## src/rtl/cs_resolve_pipe.sv

```systemverilog
// cs_resolve_pipe: two-stage carry-save to binary resolver with valid/ready flow control.
// Stage 1 adds the low halves of the sum and carry rows and keeps the carry out.
// Stage 2 adds the high halves plus that carry and presents the product.
// The carry out of the top bit is dropped, so product = (sum + carry) mod 2^(2*WIDTH).
// WIDTH must be even and at least 4.
module cs_resolve_pipe #(
    parameter int WIDTH = 8
) (
    input  logic                 clk,
    input  logic                 reset_n,
    input  logic                 in_valid,
    output logic                 in_ready,
    input  logic [2*WIDTH-1:0]   sum,
    input  logic [2*WIDTH-1:0]   carry,
    input  logic                 tc,
    output logic                 out_valid,
    input  logic                 out_ready,
    output logic [2*WIDTH-1:0]   product,
    output logic                 out_tc,
    output logic [15:0]          op_count
);

    localparam int DW = 2 * WIDTH;

    // Stage 1 state
    logic             s1_valid;
    logic [WIDTH-1:0] s1_lo;
    logic             s1_cout;
    logic [WIDTH-1:0] s1_sum_hi;
    logic [WIDTH-1:0] s1_carry_hi;
    logic             s1_tc;

    // Handshake terms
    logic s2_ready;
    logic in_fire;
    logic s1_move;
    logic out_fire;

    // Combinational adders for each half
    logic [WIDTH:0]   lo_add;
    logic [WIDTH-1:0] hi_add;

    // Stage 2 can take new data when empty or when its current word leaves this cycle.
    // Stage 1 can take new data when empty or when it is moving into stage 2.
    always_comb begin
        s2_ready = !out_valid || out_ready;
        in_ready = !s1_valid || s2_ready;
        in_fire  = in_valid && in_ready;
        s1_move  = s1_valid && s2_ready;
        out_fire = out_valid && out_ready;
    end

    // Low-half add keeps one extra bit for the carry into the high half.
    always_comb begin
        lo_add = {1'b0, sum[WIDTH-1:0]} + {1'b0, carry[WIDTH-1:0]};
    end

    // High-half add wraps at WIDTH bits, discarding the top carry.
    always_comb begin
        hi_add = s1_sum_hi + s1_carry_hi + WIDTH'(s1_cout);
    end

    // Stage 1 occupancy: a load wins over a simultaneous move so new data is kept.
    always_ff @(posedge clk or negedge reset_n) begin
        if (!reset_n) begin
            s1_valid <= 1'b0;
        end else if (in_fire) begin
            s1_valid <= 1'b1;
        end else if (s1_move) begin
            s1_valid <= 1'b0;
        end
    end

    // Stage 1 data registers only load on an accepted input; otherwise they hold.
    always_ff @(posedge clk or negedge reset_n) begin
        if (!reset_n) begin
            s1_lo       <= '0;
            s1_cout     <= 1'b0;
            s1_sum_hi   <= '0;
            s1_carry_hi <= '0;
            s1_tc       <= 1'b0;
        end else if (in_fire) begin
            s1_lo       <= lo_add[WIDTH-1:0];
            s1_cout     <= lo_add[WIDTH];
            s1_sum_hi   <= sum[DW-1:WIDTH];
            s1_carry_hi <= carry[DW-1:WIDTH];
            s1_tc       <= tc;
        end
    end

    // Stage 2 occupancy: refilled from stage 1, emptied by an output transfer.
    always_ff @(posedge clk or negedge reset_n) begin
        if (!reset_n) begin
            out_valid <= 1'b0;
        end else if (s1_move) begin
            out_valid <= 1'b1;
        end else if (out_fire) begin
            out_valid <= 1'b0;
        end
    end

    // Stage 2 data: loads only when stage 1 advances, so a stalled output stays stable.
    always_ff @(posedge clk or negedge reset_n) begin
        if (!reset_n) begin
            product <= '0;
            out_tc  <= 1'b0;
        end else if (s1_move) begin
            product <= {hi_add, s1_lo};
            out_tc  <= s1_tc;
        end
    end

    // Delivered-product counter, saturating at all ones.
    always_ff @(posedge clk or negedge reset_n) begin
        if (!reset_n) begin
            op_count <= 16'd0;
        end else if (out_fire && (op_count != 16'hFFFF)) begin
            op_count <= op_count + 16'd1;
        end
    end

endmodule
```

## config.mk

```make
export PLATFORM = sky130hd
export DESIGN_NAME = cs_resolve_pipe
export DESIGN_NICKNAME = d
export VERILOG_FILES = /design/src/rtl/cs_resolve_pipe.sv
export SDC_FILE = /design/constraint.sdc
export NUM_CORES = 1
export LEC_CHECK = 0
export ABC_AREA = 1
export BUFFER_PORTS_ARGS = -buffer_cell sky130_fd_sc_hd__buf_2
export CORE_MARGIN = 3
export CORE_UTILIZATION = 59
export CTS_CLUSTER_SIZE = 16
export DETAILED_ROUTE_END_ITERATION = 7
export PLACE_DENSITY = 0.85
export SETUP_SLACK_MARGIN = 0.4
export SYNTH_ARGS = -nofsm -noshare
export SYNTH_HDL_FRONTEND = slang
export SYNTH_SLANG_ARGS = --single-unit
```

## constraint.sdc

```tcl
create_clock -name clk -period 3.78 [get_ports clk]
set_input_delay 0.756 -clock clk [delete_from_list [all_inputs] [get_ports clk]]
set_output_delay 0.756 -clock clk [all_outputs]
set_load 0.03 [all_outputs]
```

Word level (Yosys, flattened, before mapping) --
Index checks and enable logic that the tools add are counted.
Operators by class: add/subtract/negate cells 4, equal/unequal tests 1, multiplexer cells 4, reductions and logical operators 10
Operators with widths (count):
- $add A16 B1 Y16 const B | 1
- $ne A16 B16 Y1 const B | 1
- $add A8 B8 Y9 | 1
- $add A8 B1 Y8 | 1
- $add A8 B8 Y8 | 1
- $logic_and A1 B1 Y1 | 4
- $mux W1 | 4
- $reduce_bool A2 Y1 | 2
- $logic_not A1 Y1 | 2
- $logic_or A1 B1 Y1 | 2
Word-level totals: flip-flop bits (word level) 61, bits of input ports 37

Logic depth before layout (Yosys ltp) --
word-level depth 5, depth in mapped cells 11, gate-level depth less buffers 11

Least setup slack after synthesis --
No wires, ideal clock.
path type input to register, start input sum[0], end register s1_lo[2], library setup time 126 ps, arrival 1747 ps, data required time 3654 ps, path slack 1907 ps, stages on the path 5, path buffers 0, cell sequence ha_1 > fa_1 > or2_2 > nand3_1 > o21ai_0
On the way: cells in the longest elaborated chain, start to end 1
Ends and longest elaborated chain:
- start, declared | RTL line 13 | input logic [2*WIDTH-1:0] sum,
- $add A8 B8 Y9 | RTL line 55 | lo_add = {1'b0, sum[WIDTH-1:0]} + {1'b0, carry[WIDTH-1:0]};
- end signal, assigned | RTL line 83 | s1_lo <= lo_add[WIDTH-1:0];
- end, declared | RTL line 27 | logic [WIDTH-1:0] s1_lo;
Every way passes these cells. A chain may end at the register's enable or synchronous reset.

Worst setup path after layout --
start input out_ready, end output in_ready
On the way: cells in the longest elaborated chain, start to end 2
Ends and longest elaborated chain:
- start, declared | RTL line 17 | input logic out_ready,
- $logic_or A1 B1 Y1 | RTL line 46 | s2_ready = !out_valid || out_ready;
- $logic_or A1 B1 Y1 | RTL line 47 | in_ready = !s1_valid || s2_ready;
- end, declared | RTL line 12 | output logic in_ready,
Every way passes these cells.

==> reports/summary.txt <==
Outcome: complete, no violations
Number of global-route vias before repair: 2885
Die Span Y: 81.6 um
Initial Utilization: 63.5%
Initial antenna violation count: 0
Worst-Margin Slew: 1000 ps
DRT iter0 DRCs: 210
#FFs+latches synth: 61
Crit path DAT: 1310 ps
Setup tns final: 0 ps
CP dominant cell by count: buf_2
Top cell type's share of synthesized area: 45.3%
Post-Synthesis Cells: 444
Crit end category: output pin
Via count: 3022
Largest area contributor in the netlist: dfrtp_1
Non-Filler Instances: 593
WL/cell: 12.1 um
Sequential share of the synthesized area: 45.3%
Critical-path top delay cell: buf_2
Flop pwr share: 39.5%
Die extent in x: 81.6 um
Simple-gate portion of the synthesized area: 34.9%
Ant diodes: 0
Reg clk slew, reported paths: 60 ps
Layout cell share with drive strength beyond 1: 19.7%
Area contributors post-synth: dfrtp_1 45%, nand2_1 23%, ha_1 5.6%
Detail Route Antenna Nets: 0
Pint: 1.45 mW
Number of port buffers: 71
Multiplexer area fraction after synthesis: 0%
Req. time, crit path: 3020 ps
Largest net degree at the start of global routing: 48
Combinational family with the most area after synthesis: simple AND/OR/NAND/NOR gates
Count of unique library cells instantiated by Yosys: 27
Fin crit share: 54.7%
First drt pass iteration count: 4
Switching Share: 37.7%
CTS tree: yes
Finish-stage setup viols: 0
CP Launch Type: primary input
Area delta synth->final: 18.6%
DRC viols: 0
TritonCTS Buffers: 9
Hpwl dp: 5.37 mm
Final Hold Viols: 0
CP Cell Sequence: buf_2 -> inv_1 -> nand3_1 -> buf_2
Total of max-cap violations: 0
Largest stage delay, worst path: 230 ps
Worst setup path class: primary input to output pin
DRT Wirelength: 7.15 mm
Pleak: 2.25 nW
Clock Tree Buf Depth: 2
Num ports: 72
Max_slew headroom: 33.3%
RSZ-0062 raised after global routing: false
HP Class: flop to flop
PwrDens: 582 nW/um^2
Post CTS Setup Buffer Count: 0
PostCTS Resize Cnt: 0
XOR/XNOR Fraction of Synth Area: 2.86%
Dpl cells: 577
Synthesized area: 3370 sq um
Nets: 573
Hold_buf cts: 0
Ys Warns: 0
Post-route total power: 2.33 mW
H-Tree Depth: 3
Final GP Congestion: 0.831
Gr usage total: 24.6%
Minimum clock period: 2070 ps
Post-synthesis adder-cell area fraction: 7.35%
Fill count: 407
Highest Clock Rate: 483 MHz
Post-synthesis compound-gate area fraction: 3.53%
Mean post-synth cell area: 7.59 sq um
Die area: 6650 sq um
Final Max Tran Viols: 0
Synth Net Count: 499
Worst-skew pair later-pin latency: 320 ps
Overflow after GRT: 0
Highest fanout seen on the critical path: 3
Vias/cell: 5.10
Global-route wire length before repair: 12.5 mm
Clk pwr share: 27.8%
Psw: 0.876 mW
Max VDD drop: 379 uV
Core area: 5300 sq um
Site row count: 26
Root buf cell: clkbuf_8
Clock sink total: 61
Comb power frac: 32.7%
Fin Clk Skew: 5.79 ps
[cells in the final DEF, fill, tap and decap left out, drive strengths merged]
cell and n:
o21ai 13, o22ai 1, bufinv 2, nand3 26, o21bai 1, clkinv 2, clkbuf 12, nand4 6
xor2 4, dfrtp 61, buf 73, xnor2 7, or2 2, fa 3, nor2 31, a21oi 8
inv 39, nand2 213, nand3b 3, and2 1, ha 15
[path summary, 6_finish.rpt]
path	from	endpoint	slack [ps]	cells after the start
worst max-delay path	out_ready	in_ready	1710	4
worst min-delay path	s1_lo[0]	product[0]	470	2
worst max register to register	s1_cout	product[14]	1970	10
worst min register to register	s1_lo[0]	product[0]	470	2
max in group asynchronous	reset_n	s1_sum_hi[3]	2400	2
min in group asynchronous	reset_n	op_count[6]	600	1
[cells in the mapped netlist, drive strengths merged]
library cell  number
nor2              31
or2                2
and2               1
xor2               4
buf                5
o22ai              1
inv               39
dfrtp             61
nand4              6
fa                 3
o21ai             13
o21bai             1
xnor2              7
ha                15
nand3b             3
a21oi              8
clkbuf             5
nand3             26
nand2            213
[cell families after synthesis]
group,after synthesis
simple gates,282
flops,61
buf+inv,49
compound gates,23
fa+ha+maj,18
xor+xnor,11
[power groups by stage]
| stage | clock network (mW) | registers (mW) | logic (mW) |
|---|---|---|---|
| floorplan | 0 | 1.11 | 0.346 |
| global placement | 0 | 0.924 | 0.739 |
| detailed placement | 0 | 0.925 | 0.763 |
| CTS | 0.655 | 0.919 | 0.767 |
| global route | 0.702 | 0.938 | 0.855 |
| finish | 0.647 | 0.920 | 0.759 |
[layout make-up]
cell class                      count  area [sq um]  share of cell area [%]
Multi-Input combinational cell    334          1640                    41.0
Clock inverter                      4          70.1                    1.75
Sequential cell                    61          1530                    38.2
Inverter                           39           146                    3.66
Timing Repair Buffer               73           370                    9.27
Clock buffer                       12           155                    3.88
Tap cell                           70          87.6                    2.19
[metal layers]
| metal | vias to the layer above | GRT usage [%] | share of wire (%) |
|---|---|---|---|
| met3 | 10 | 6.91 | 6.1 |
| met5 | - | 0 | 0 |
| li1 | 1532 | - | - |
| met1 | 1386 | 30.6 | 44 |
| met2 | 94 | 40.9 | 49 |
| met4 | 0 | 9.30 | 1.5 |
[metrics by stage]
stage	instance area, sq um	hold slack, ps	worst slack [ps]	util (%)
detailed placement	3770	455	1570	71.1
CTS	4000	473	1730	75.4
global route	4000	507	1690	75.4
global placement	3770	452	1620	71.1
finish	4000	474	1710	75.4
floorplan	3370	442	1910	-
[sequential cells by signal, summed over array words and instances, names as in the netlist]
| register | flops |
|---|---|
| op_count | 16 |
| product | 16 |
| s1_carry_hi | 8 |
| s1_lo | 8 |
| s1_sum_hi | 8 |
| out_tc | 1 |
| out_valid | 1 |
| s1_cout | 1 |
| s1_tc | 1 |
| s1_valid | 1 |
[critical path, delay by kind of cell]
family / cells / cell delay [ps]
buffers and inverters: 3 / 410
and+or+nand+nor: 1 / 150
Note: power is estimated with default switching activity, not from simulation.
